## src/rtl/alu_pkg.sv

```systemverilog
// alu_pkg: shared FSM/owner encodings and default operand widths for the FP datapath
package alu_pkg;
   localparam int ALU_DW = 24;
   localparam int ALU_RW = 23;
   localparam logic [1:0] IDLE = 2'd0, ISSUE = 2'd1, WAIT = 2'd2, DONE = 2'd3;
   typedef logic owner_t;
   localparam owner_t OWN_MUL = 1'b0, OWN_DIV = 1'b1;
endpackage

```

## src/rtl/cordic_arbiter_if.sv

```systemverilog
// cordic_arbiter_if: engine and CORDIC-unit signals seen by the arbiter (slave) and its environment (master)
interface cordic_arbiter_if import alu_pkg::*; #(parameter int DW = ALU_DW, parameter int RW = ALU_RW);
   logic          mul_req, mul_ack, mul_vld;
   logic [DW-1:0] mul_data1_in, mul_data2_in;
   logic          div_req, div_ack, div_vld;
   logic [DW-1:0] div_data1_in, div_data2_in;
   logic [RW-1:0] result_out;
   logic [1:0]    other_out;
   logic          err, busy;
   logic [DW-1:0] unit_data1_out, unit_data2_out;
   logic          unit_mul_trig, unit_div_trig;
   logic [RW-1:0] unit_result_in;
   logic [1:0]    unit_other_in;
   logic          unit_vld_in;
   modport slave (
      input  mul_req, mul_data1_in, mul_data2_in, div_req, div_data1_in, div_data2_in,
             unit_result_in, unit_other_in, unit_vld_in,
      output mul_ack, mul_vld, div_ack, div_vld, result_out, other_out, err,
             unit_data1_out, unit_data2_out, unit_mul_trig, unit_div_trig, busy
   );
   modport master (
      output mul_req, mul_data1_in, mul_data2_in, div_req, div_data1_in, div_data2_in,
             unit_result_in, unit_other_in, unit_vld_in,
      input  mul_ack, mul_vld, div_ack, div_vld, result_out, other_out, err,
             unit_data1_out, unit_data2_out, unit_mul_trig, unit_div_trig, busy
   );
endinterface

```

## src/rtl/cordic_arbiter_rr_arb2.sv

```systemverilog
// rr_arb2: two-way round-robin grant; on a tie the engine that did not own the unit last wins
module rr_arb2 import alu_pkg::*; (
   input  logic   mul_req,
   input  logic   div_req,
   input  owner_t last_owner,
   output logic   gnt,
   output owner_t owner
);
   assign gnt   = mul_req | div_req;
   assign owner = (mul_req & div_req) ? ~last_owner : div_req ? OWN_DIV : OWN_MUL;
endmodule

```

## src/rtl/cordic_arbiter.sv

```systemverilog
// cordic_arbiter: shares one CORDIC unit between the multiply and divide engines with a watchdog on the unit
module cordic_arbiter import alu_pkg::*; #(
   parameter int TIMEOUT = 64
) (
   input logic             sys_clk,
   input logic             sys_rst,
   cordic_arbiter_if.slave bus
);
   localparam int CW = $clog2(TIMEOUT);
   logic [1:0]    state;
   logic [CW-1:0] cnt;
   owner_t        owner, last_owner, win;
   logic          gnt;
   logic          done_now;
   rr_arb2 u_arb (
      .mul_req    (bus.mul_req),
      .div_req    (bus.div_req),
      .last_owner (last_owner),
      .gnt        (gnt),
      .owner      (win)
   );
   // a real result on the terminal count still wins over the timeout
   assign done_now = bus.unit_vld_in | (cnt == CW'(TIMEOUT - 1));
   always_ff @(posedge sys_clk) begin
      if (sys_rst) begin
         state              <= IDLE;
         cnt                <= '0;
         owner              <= OWN_MUL;
         last_owner         <= OWN_DIV;
         bus.mul_ack        <= 1'b0;
         bus.div_ack        <= 1'b0;
         bus.mul_vld        <= 1'b0;
         bus.div_vld        <= 1'b0;
         bus.unit_mul_trig  <= 1'b0;
         bus.unit_div_trig  <= 1'b0;
         bus.err            <= 1'b0;
         bus.busy           <= 1'b0;
         bus.result_out     <= '0;
         bus.other_out      <= '0;
         bus.unit_data1_out <= '0;
         bus.unit_data2_out <= '0;
      end else begin
         bus.mul_ack       <= 1'b0;
         bus.div_ack       <= 1'b0;
         bus.mul_vld       <= 1'b0;
         bus.div_vld       <= 1'b0;
         bus.unit_mul_trig <= 1'b0;
         bus.unit_div_trig <= 1'b0;
         bus.err           <= 1'b0;
         case (state)
            IDLE: if (gnt) begin
               state              <= ISSUE;
               owner              <= win;
               bus.busy           <= 1'b1;
               bus.unit_data1_out <= win == OWN_DIV ? bus.div_data1_in : bus.mul_data1_in;
               bus.unit_data2_out <= win == OWN_DIV ? bus.div_data2_in : bus.mul_data2_in;
               bus.mul_ack        <= win == OWN_MUL;
               bus.div_ack        <= win == OWN_DIV;
               bus.unit_mul_trig  <= win == OWN_MUL;
               bus.unit_div_trig  <= win == OWN_DIV;
            end
            ISSUE: begin
               state <= WAIT;
               cnt   <= '0;
            end
            WAIT: if (done_now) begin
               state          <= DONE;
               bus.mul_vld    <= owner == OWN_MUL;
               bus.div_vld    <= owner == OWN_DIV;
               bus.err        <= ~bus.unit_vld_in;
               bus.result_out <= bus.unit_vld_in ? bus.unit_result_in : '0;
               if (bus.unit_vld_in) bus.other_out <= bus.unit_other_in;
            end else begin
               cnt <= cnt + 1'b1;
            end
            DONE: begin
               state      <= IDLE;
               last_owner <= owner;
               bus.busy   <= 1'b0;
            end
         endcase
      end
   end
endmodule

```

## src/flat_wrapper.sv

```systemverilog
// flat-port wrapper written by rule: the top's interface ports become plain ports
module cordic_arbiter_flat import alu_pkg::*;
#(
   parameter int TIMEOUT = 64
)
  (sys_clk, sys_rst, bus_mul_req, bus_mul_data1_in, bus_mul_data2_in, bus_div_req, bus_div_data1_in, bus_div_data2_in, bus_unit_result_in, bus_unit_other_in, bus_unit_vld_in, bus_mul_ack, bus_mul_vld, bus_div_ack, bus_div_vld, bus_result_out, bus_other_out, bus_err, bus_unit_data1_out, bus_unit_data2_out, bus_unit_mul_trig, bus_unit_div_trig, bus_busy);
  cordic_arbiter_if bus_i ();
  input logic sys_clk;
  input logic sys_rst;
  input wire logic [$bits(bus_i.mul_req)-1:0] bus_mul_req;
  input wire logic [$bits(bus_i.mul_data1_in)-1:0] bus_mul_data1_in;
  input wire logic [$bits(bus_i.mul_data2_in)-1:0] bus_mul_data2_in;
  input wire logic [$bits(bus_i.div_req)-1:0] bus_div_req;
  input wire logic [$bits(bus_i.div_data1_in)-1:0] bus_div_data1_in;
  input wire logic [$bits(bus_i.div_data2_in)-1:0] bus_div_data2_in;
  input wire logic [$bits(bus_i.unit_result_in)-1:0] bus_unit_result_in;
  input wire logic [$bits(bus_i.unit_other_in)-1:0] bus_unit_other_in;
  input wire logic [$bits(bus_i.unit_vld_in)-1:0] bus_unit_vld_in;
  output wire logic [$bits(bus_i.mul_ack)-1:0] bus_mul_ack;
  output wire logic [$bits(bus_i.mul_vld)-1:0] bus_mul_vld;
  output wire logic [$bits(bus_i.div_ack)-1:0] bus_div_ack;
  output wire logic [$bits(bus_i.div_vld)-1:0] bus_div_vld;
  output wire logic [$bits(bus_i.result_out)-1:0] bus_result_out;
  output wire logic [$bits(bus_i.other_out)-1:0] bus_other_out;
  output wire logic [$bits(bus_i.err)-1:0] bus_err;
  output wire logic [$bits(bus_i.unit_data1_out)-1:0] bus_unit_data1_out;
  output wire logic [$bits(bus_i.unit_data2_out)-1:0] bus_unit_data2_out;
  output wire logic [$bits(bus_i.unit_mul_trig)-1:0] bus_unit_mul_trig;
  output wire logic [$bits(bus_i.unit_div_trig)-1:0] bus_unit_div_trig;
  output wire logic [$bits(bus_i.busy)-1:0] bus_busy;
  assign bus_i.mul_req = bus_mul_req;
  assign bus_i.mul_data1_in = bus_mul_data1_in;
  assign bus_i.mul_data2_in = bus_mul_data2_in;
  assign bus_i.div_req = bus_div_req;
  assign bus_i.div_data1_in = bus_div_data1_in;
  assign bus_i.div_data2_in = bus_div_data2_in;
  assign bus_i.unit_result_in = bus_unit_result_in;
  assign bus_i.unit_other_in = bus_unit_other_in;
  assign bus_i.unit_vld_in = bus_unit_vld_in;
  assign bus_mul_ack = bus_i.mul_ack;
  assign bus_mul_vld = bus_i.mul_vld;
  assign bus_div_ack = bus_i.div_ack;
  assign bus_div_vld = bus_i.div_vld;
  assign bus_result_out = bus_i.result_out;
  assign bus_other_out = bus_i.other_out;
  assign bus_err = bus_i.err;
  assign bus_unit_data1_out = bus_i.unit_data1_out;
  assign bus_unit_data2_out = bus_i.unit_data2_out;
  assign bus_unit_mul_trig = bus_i.unit_mul_trig;
  assign bus_unit_div_trig = bus_i.unit_div_trig;
  assign bus_busy = bus_i.busy;
  cordic_arbiter #(.TIMEOUT(TIMEOUT)) u_core (.sys_clk(sys_clk), .sys_rst(sys_rst), .bus(bus_i));
endmodule
```

## config.mk

```make
export PLATFORM = sky130hd
export DESIGN_NAME = cordic_arbiter_flat
export DESIGN_NICKNAME = d
export VERILOG_FILES = /design/src/rtl/alu_pkg.sv /design/src/rtl/cordic_arbiter_if.sv /design/src/rtl/cordic_arbiter_rr_arb2.sv /design/src/rtl/cordic_arbiter.sv /design/src/flat_wrapper.sv
export SDC_FILE = /design/constraint.sdc
export NUM_CORES = 1
export LEC_CHECK = 0
export BUFFER_PORTS_ARGS = -buffer_cell sky130_fd_sc_hd__buf_4
export CAP_MARGIN = 20
export CORE_MARGIN = 10
export CORE_UTILIZATION = 40
export CTS_CLUSTER_SIZE = 30
export DETAILED_ROUTE_END_ITERATION = 8
export HOLD_SLACK_MARGIN = 0.03
export PLACE_DENSITY_LB_ADDON = 0.08
export RECOVER_POWER = 50
export SETUP_SLACK_MARGIN = 0.1
export SLEW_MARGIN = 20
export SYNTH_ARGS = -nofsm -noshare
export SYNTH_HDL_FRONTEND = slang
export SYNTH_HIERARCHICAL = 1
export SYNTH_SLANG_ARGS = --single-unit
```

## constraint.sdc

```tcl
create_clock -name sys_clk -period 1.4 [get_ports sys_clk]
set_input_delay 0.14 -clock sys_clk [delete_from_list [all_inputs] [get_ports sys_clk]]
set_output_delay 0.14 -clock sys_clk [all_outputs]
set_load 0.02 [all_outputs]
```

## After elaboration in Yosys (flattened, before gate mapping)

Cells that the tools add are included.

- Flip-flop bits (word level): 89
- Latch bits: 0
- RAM bits: 0
- ROM bits: 0
- Bits of input ports: 126
- Output and inout port bits: 81
- Logic and storage cells: 56
- Memories: 0

- Add/subtract/negate cells: 1
- $mul: 0
- Divide/modulo/power cells: 0
- Order comparisons: 0
- Equal/unequal tests: 7
- Shifts and indexed selects: 0
- Muxes and demuxes: 12
- Bitwise gates (word level): 11
- Reductions and logical operators: 11

Operators with widths:

| kind | number |
|---|---|
| two-way mux 24 bit | 2 |
| two-way mux 23 bit | 1 |
| case mux 6 bit (2 select lines) | 1 |
| AND reduction 2 bit | 5 |
| inverter 1 bit | 8 |
| case mux 2 bit (4 select lines) | 1 |
| adder 6 x 1 -> 6 bit (second input constant) | 1 |
| equality test 6 bit (second input constant) | 1 |
| two-way mux 6 bit | 1 |
| OR reduction 3 bit | 2 |
| equality test 2 bit (second input constant) | 2 |
| two-way mux 2 bit | 2 |
| != test 2 x 1 -> 1 bit (second input constant) | 2 |
| nonzero test 2 bit | 2 |
| two-way mux 1 bit | 3 |
| AND reduction 3 bit | 1 |
| equality test 2 x 1 -> 1 bit (second input constant) | 1 |
| zero test 2 bit | 1 |
| != test 2 bit (second input constant) | 1 |
| bitwise OR 1 bit | 2 |
| case mux 1 bit (2 select lines) | 1 |
| AND 1 bit | 1 |

## Depth between registers and ports, before layout

Gate-level depths: netlist (run 1).

- Depth in word-level cells: 4
- Mapped depth: 7
- Gate-level depth less buffers: 6

## Hierarchy

Netlist (run 1), hierarchy kept.

By module, submodules not included:

| module | instances | cells an instance | area an instance (µm²) | seq. area each (µm²) |
|---|---|---|---|---|
| cordic_arbiter | 1 | 361 | 3,628.5 | 1,781.7 |
| rr_arb2 | 1 | 2 | 13.8 | 0.0 |

## Worst setup path before layout (run 1)

OpenSTA, ideal clock, no wires.

- Path kind: register to register
- Start point: register u_core.state[0]
- End point: register u_core/bus.unit_data2_out[10] (netlist bit)
- Library setup time: 0.086 ns
- Data arrival time: 1.392 ns
- Data required time: 1.314 ns
- Setup slack: -0.078 ns
- Stages on the path, launching flop included: 8
- Path buffers: 3
- Clock period less this slack: 1.478 ns
- Cells stage by stage: dfxtp_1 -> inv_1 -> ha_1 -> and2_1 -> buf_2 -> buf_2 -> buf_2 -> a211oi_1

- Longest elaborated chain between the ends: 2

RTL lines:

| element | RTL line | RTL |
|---|---|---|
| from (decl) | cordic_arbiter.sv:10 | `logic [1:0] state;` |
| from (signal assigned) | cordic_arbiter.sv:26 | `state <= IDLE;` |
| from (signal assigned) | cordic_arbiter.sv:52 | `state <= ISSUE;` |
| from (signal assigned) | cordic_arbiter.sv:63 | `state <= WAIT;` |
| zero test 2 bit | cordic_arbiter.sv:50 | `case (state)` |
| AND reduction 2 bit (no line) | -- |  |
| to (signal assigned) | cordic_arbiter.sv:56 | `bus.unit_data2_out <= win == OWN_DIV ? bus.div_data2_in : bus.mul_data2_in;` |
| to (decl) | cordic_arbiter_if.sv:19 | `unit_data1_out, unit_data2_out, unit_mul_trig, unit_div_trig, busy` |

Every way passes these cells.
A chain may end at the register's enable or synchronous reset.

## Final worst setup path (run 1)

- Start point: register u_core.state[1]
- End point: register u_core/bus.unit_data1_out[18] (netlist bit)

- Longest elaborated chain between the ends: 2

RTL lines:

| element | RTL line | RTL |
|---|---|---|
| zero test 2 bit | cordic_arbiter.sv:50 |  |
| AND reduction 2 bit (no line) | -- |  |
| to (signal assigned) | cordic_arbiter.sv:55 | `bus.unit_data1_out <= win == OWN_DIV ? bus.div_data1_in : bus.mul_data1_in;` |
| to (decl) | cordic_arbiter_if.sv:19 |  |

Every way passes these cells.

==> results of run 1 <==
[cell families after synthesis]
group	Yosys count	share of synthesized area (%)
DFF	89	48.9
AOI/OAI and AO/OA	92	19.7
muxes	50	13.7
buffers and inverters	33	4.67
and+or+nand+nor	94	11.2
adders and majority gates	5	1.72
[final timing paths]
| kind | cells past startpoint | slack (ns) | endpoint | from |
|---|---|---|---|---|
| min | 3 | 0.05 | u_core/bus.other_out[0] | bus_unit_other_in[0] |
| min reg2reg | 2 | 0.46 | u_core/bus.other_out[0] | u_core/bus.other_out[0] |
| max | 7 | -0.09 | u_core/bus.unit_data1_out[18] | u_core/state[1] |
| max reg2reg | 7 | -0.09 | u_core/bus.unit_data1_out[18] | u_core/state[1] |
[metal layers]
| layer | vias to the layer above | global-route usage (%) |
|---|---|---|
| met4 | 0 | 8.02 |
| met2 | 142 | 38.7 |
| met3 | 29 | 6.36 |
| met1 | 1909 | 20.0 |
| met5 | - | 0 |
| li1 | 1863 | - |
[through the flow]
stage	util (%)	power, mW	cells	setup TNS (ns)
floorplan	-	6.22	363	0
global placement	62.9	7.93	671	-7.52
detailed placement	62.9	8.05	671	-10.08
CTS	74.4	10.9	730	-0.903
global route	75.3	12.2	740	-4.86
finish	75.3	11.7	740	-2.11
[critical path: stages, from the launching register on]
cell and delay [ns]:
dfxtp_4 0.37, buf_6 0.12, inv_4 0.06, ha_4 0.16
and2_4 0.26, clkbuf_16 0.19, nor2_2 0.04, a211oi_2 0.21
[cell usage in the layout (no fill, tap or decap), types with 3 or more instances in the layout]
master,n
a211oi_2,37
buf_16,3
clkbuf_16,7
a21oi_1,6
nand2_1,11
buf_12,6
buf_8,3
clkbuf_8,10
nand3_1,5
a22o_1,23
dlygate4sd3_1,23
nor2_4,10
mux2i_1,50
a21oi_4,4
nor3_1,4
and2_4,3
dfxtp_2,4
a211oi_1,10
nor2_2,10
ha_4,3
buf_6,13
dfxtp_1,84
clkbuf_1,56
buf_4,170
nor2_1,35
[state kept, by name, summed over array words and instances, names as in the netlist]
register,count
u_core/bus.unit_data1_out,24
u_core/bus.unit_data2_out,24
u_core/bus.result_out,23
u_core/cnt,6
u_core/bus.other_out,2
u_core/state,2
u_core/bus.busy,1
u_core/bus.div_vld,1
u_core/bus.err,1
u_core/bus.mul_vld,1
u_core/bus.unit_div_trig,1
u_core/bus.unit_mul_trig,1
u_core/last_owner,1
u_core/owner,1
[cell type report]
type                            count  area [um^2]  area share (%)
Sequential cell                    89         1790            27.0
Tap cell                          108          135            2.04
Clock inverter                      5         85.1            1.28
Multi-Input combinational cell    245         2190            33.0
Clock buffer                       11          163            2.45
Inverter                            2         10.0           0.151
Timing Repair Buffer              280         2260            34.1
[power breakdown]
group	internal (mW)	switching [mW]
clock	1.17	0.933
combinational	2.68	3.19
sequential	3.23	0.455
[repair_timing]
action                     CTS  global route
buffers inserted            12             3
hold buffers                23             0
hold endpoints to repair    23             0
pin swaps                   32            15
resized for setup           52            45
cloned                       8            11
setup endpoints to repair   81            82
==> flow_summary_export.csv, run 1 <==
group,metric,value,unit
routing,wirelength,15600,um
synth,ys_top_cells_by_area,"dfxtp_1 49%, mux2i_1 14%, a211oi_1 9.9%",
run,drv_cap,0,
placement,portBuffers,206,
floorplanning,fp.dieH,115,um
clock_tree,numCtsBuffers,9,
final_layout,final_nets,758,
worst_setup_path,worst-setup-path-type,"reg -> reg",
clock_tree,clkTransAtPathRegs,0.09,ns
pwr,peakVddDrop,0.909,mV
worst_setup_path,cp-start-kind,"register",
timing,hold_ws,0.0482,ns
routing,drc,0,
routing,wl_met2,8320,um
routing,firstDrtPassIters,7,
routing,drt-met1-wl,5650,um
final_layout,drive_gt1_share,48.3,%
worst_setup_path,cp_data_arrival_time,1.75,ns
grt,grt_max_degree,70,
routing,ant_nets,0,
placement,post-dp-hpwl,9290,um
timing,fmax,669,MHz
clock_tree,insertion_delay,0.36,ns
synth,synth.distinct_cells,38,
grt,grt_use_total,20.3,%
floorplanning,start_util,41.4,%
final_layout,antenna_cells,0,
clock_tree,cts_num_sinks,89,
synth,netlist_area,3640,um^2
synth,yosys.area.top_type_share,48.9,%
clock_tree,cts.htree.levels,3,
timing,worst_slack,-0.0938,ns
routing,vias_per_cell,5.33,
routing,wl_met3,1180,um
timing,setup_viol,46,
timing,tightest_slew,0.455,ns
floorplanning,design.core.area,8810,um^2
placement,postPlaceCellArea,5540,um^2
timing,period_needed,1.49,ns
routing,highest_layer,"met4",
routing,num_vias,3943,
worst_setup_path,cp.required,1.66,ns
synth,syn_avg_cell_area,10.0,um^2
timing,slew_violations,0,
routing,wl_per_cell,21.1,um
synth,synth_most_common_cell,"dfxtp_1",
placement,place_congestion,0.772,
floorplanning,row_count,34,
worst_hold_path,hold_path_class,"in -> reg",
run_status,status,"finished, violations left",
grt,grt_pass1_vias,4084,
synth,synth-seq-cells,89,
grt,grt_pass1_wl,21600,um
run_status,violations,"negative setup slack",
final_layout,area_growth,82.0,%
clock_tree,clockBufferDepth,2,
synth,ys_warn_count,6,
worst_setup_path,cp-end-kind,"register",
worst_setup_path,cp_max_fo,6,
synth,synth_ff_type,"dfxtp_1",
timing,fin_skew,0.0134,ns
placement,pre_cts_ws,-0.361,ns
synth,synthArstFlopShare,0,%
grt,antenna_found_initial,0,
synth,syn_nets,494,
floorplanning,io_pins,207,
clock_tree,cts_tree,"built",
synth,yosys.area.top_type,"dfxtp_1",
synth,synth_common_cells,"89 x dfxtp_1, 55 x nor2_1, 50 x mux2i_1",
synth,synth_cells,363,
routing,drtIter0Drc,162,
pwr,powerDensity,1760,nW/um^2
grt,overflow,0,
final_layout,n_fill_cell,637,
pwr,cellLeakagePower,2.79,nW
synth,ys_seq_area_share,48.9,%
floorplanning,dieWidth,115,um
timing,grt_setup_unrepaired,"true",
clock_tree,clock-root-buffer,"clkbuf_8",
timing,hold_viol_final,0,
final_layout,finalInstanceArea,6630,um^2
synth,synth-edff-count,0,
floorplanning,fp.dieArea,13300,um^2
timing,relSlewSlack,69.7,%
timing,period_share,107,%
Power figures use the tool's default switching activity.
==> run 2, diff against run 1 <==
--- a/config.mk
+++ b/config.mk
@@ -7,8 +7,10 @@
 export LEC_CHECK = 0
 export BUFFER_PORTS_ARGS = -buffer_cell sky130_fd_sc_hd__buf_4
 export CAP_MARGIN = 20
+export CELL_PAD_IN_SITES_DETAIL_PLACEMENT = 0
+export CELL_PAD_IN_SITES_GLOBAL_PLACEMENT = 1
 export CORE_MARGIN = 10
-export CORE_UTILIZATION = 40
+export CORE_UTILIZATION = 28
 export CTS_CLUSTER_SIZE = 30
 export DETAILED_ROUTE_END_ITERATION = 8
 export HOLD_SLACK_MARGIN = 0.03
==> flow_summary_export.csv, run 2 (synthesis results as in run 1) <==
group,metric,value,unit
grt,grt_pass1_wl,21000,um
grt,overflow,0,
timing,period_share,99.8,%
worst_setup_path,cp-end-kind,"register",
worst_setup_path,cp_num_buf_inv,2,
grt,grt_util_met1,16.6,%
timing,grt_setup_unrepaired,"true",
clock_tree,insertion_delay,0.34,ns
floorplanning,fp.dieArea,18000,um^2
floorplanning,io_pins,207,
grt,grt_pass1_vias,3854,
final_layout,regArea,1790,um^2
run,drv_cap,0,
floorplanning,start_util,28.7,%
placement,place_congestion,0.768,
grt,use_met3,4.93,%
timing,slew_violations,0,
grt,antenna_found_initial,0,
worst_setup_path,max_stage_delay,0.34,ns
pwr,p_total,12.0,mW
final_layout,top_regs,"u_core/bus.unit_data1_out (24), u_core/bus.unit_data2_out (24), u_core/bus.result_out (23)",
final_layout,final_nets,754,
timing,tightest_slew,0.364,ns
clock_tree,cts.htree.levels,3,
routing,firstDrtPassIters,4,
timing,hold_viol_final,0,
worst_setup_path,cp_top_family,"flip-flops",
worst_hold_path,hold_path_class,"in -> reg",
grt,globalRouteMet2Util,24.6,%
timing,relSlewSlack,75.5,%
worst_setup_path,cp_cell_sequence,"inv_4 > ha_4 > buf_6 > nand4_1 > o211ai_4 > mux2i_1 > nor2_1",
routing,wl_per_cell,18.7,um
final_layout,multi_input_area,2200,um^2
final_layout,layout_common_cells,"167 x buf_4, 83 x dfxtp_1, 61 x clkbuf_1",
floorplanning,dieWidth,134,um
timing,period_needed,1.40,ns
timing,fin_skew,0.00455,ns
floorplanning,row_count,41,
clock_tree,cts_num_sinks,89,
final_layout,finalInstanceArea,6830,um^2
final_layout,n_fill_cell,1201,
worst_setup_path,worst_path_max_delay_cell,"dfxtp_2",
pwr,powerDensity,1750,nW/um^2
timing,setup_viol,0,
final_layout,antenna_cells,0,
final_layout,layout_commonest_cell,"buf_4",
timing,fmax,716,MHz
routing,drtIter0Drc,144,
worst_setup_path,cp-start-kind,"register",
pwr,peakVddDrop,0.755,mV
placement,postPlaceCellArea,5620,um^2
clock_tree,clkTransAtPathRegs,0.06,ns
routing,drc,0,
grt,grt_use_total,14.6,%
clock_tree,clockBufferDepth,2,
worst_setup_path,cp_data_arrival_time,1.67,ns
worst_setup_path,cp.required,1.68,ns
placement,post-dp-hpwl,9860,um
final_layout,fin_util,53.9,%
placement,portBuffers,206,
routing,ant_nets,0,
floorplanning,fp.dieH,134,um
pwr,cellLeakagePower,2.81,nW
final_layout,drive_gt1_share,50.3,%
routing,num_vias,3717,
run_status,status,"finished clean",
routing,wirelength,15000,um
grt,grt_busiest_layer,"met2",
grt,grt_max_degree,34,
clock_tree,cts_tree,"built",
floorplanning,design.core.area,12700,um^2
clock_tree,numCtsBuffers,9,
worst_setup_path,worst-setup-path-type,"reg -> reg",
clock_tree,clock-root-buffer,"clkbuf_16",
routing,vias_per_cell,4.65,
worst_setup_path,cp_max_fo,5,
final_layout,area_growth,87.6,%
run 2: cell types whose count changed in the layout (fill, tap and decap cells not counted), moves of 5 or more:
cell,delta
clkbuf_16,+13
nor2_2,+5
clkbuf_8,-9
clkbuf_1,+5
buf_6,-8
mux2i_2,+15
mux2i_1,-19
run 2: timing repair:
item / in CTS / in global routing
resized for setup: 38 / 67
hold buffers: 23 / 0
hold endpoints to repair: 23 / 0
buffers inserted: 8 / 7
pin swaps: 11 / 20
cloned: 3 / 12
endpoints found under the setup margin: 73 / 82
run 2: routing by layer:
layer  vias to the layer above  part of all wire, %
li1                       1848                    -
met1                      1719                   42
met2                       135                   50
met3                        15                  7.0
met4                         0                  1.5
met5                         -                    0
run 2: final cells by class:
class / instances / area share (%)
Tap cell: 172 / 3.15
Inverter: 2 / 0.183
Clock buffer: 12 / 3.92
Sequential cell: 89 / 26.2
Clock inverter: 4 / 0.366
Multi-Input combinational cell: 242 / 32.2
Timing Repair Buffer: 279 / 34.0
run 2: worst paths after layout:
check	startpoint	slack (ns)	cells after the start	endpoint
max reg2reg	u_core/state[0]	0.003	7	u_core/cnt[0]
max	u_core/state[0]	0.003	7	u_core/cnt[0]
min reg2reg	u_core/bus.other_out[0]	0.46	2	u_core/bus.other_out[0]
min	bus_unit_other_in[0]	0.05	3	u_core/bus.other_out[0]
run 2: through the flow:
stage	setup slack, ns	setup TNS, ns	cells	hold WS [ns]
floorplan	0.0781	0	363	0.273
global placement	0.0381	0	731	0.355
detailed placement	0.00853	0	731	0.360
CTS	0.0313	0	781	0.0432
global route	-0.0795	-0.593	800	0.0680
finish	0.00329	0	800	0.0533
run 2: worst reg2reg max path, cell delays in order (launching register included):
cell	delay, ns
dfxtp_2	0.34
inv_4	0.07
ha_4	0.17
buf_6	0.12
nand4_1	0.15
o211ai_4	0.26
mux2i_1	0.13
nor2_1	0.10
run 2: report_power, final:
| part | internal, mW | leakage (nW) | switching, mW |
|---|---|---|---|
| combinational | 2.81 | 1.94 | 3.11 |
| sequential | 3.24 | 0.733 | 0.443 |
| clock | 1.35 | 0.140 | 1.01 |
| total | 7.40 | 2.81 | 4.56 |
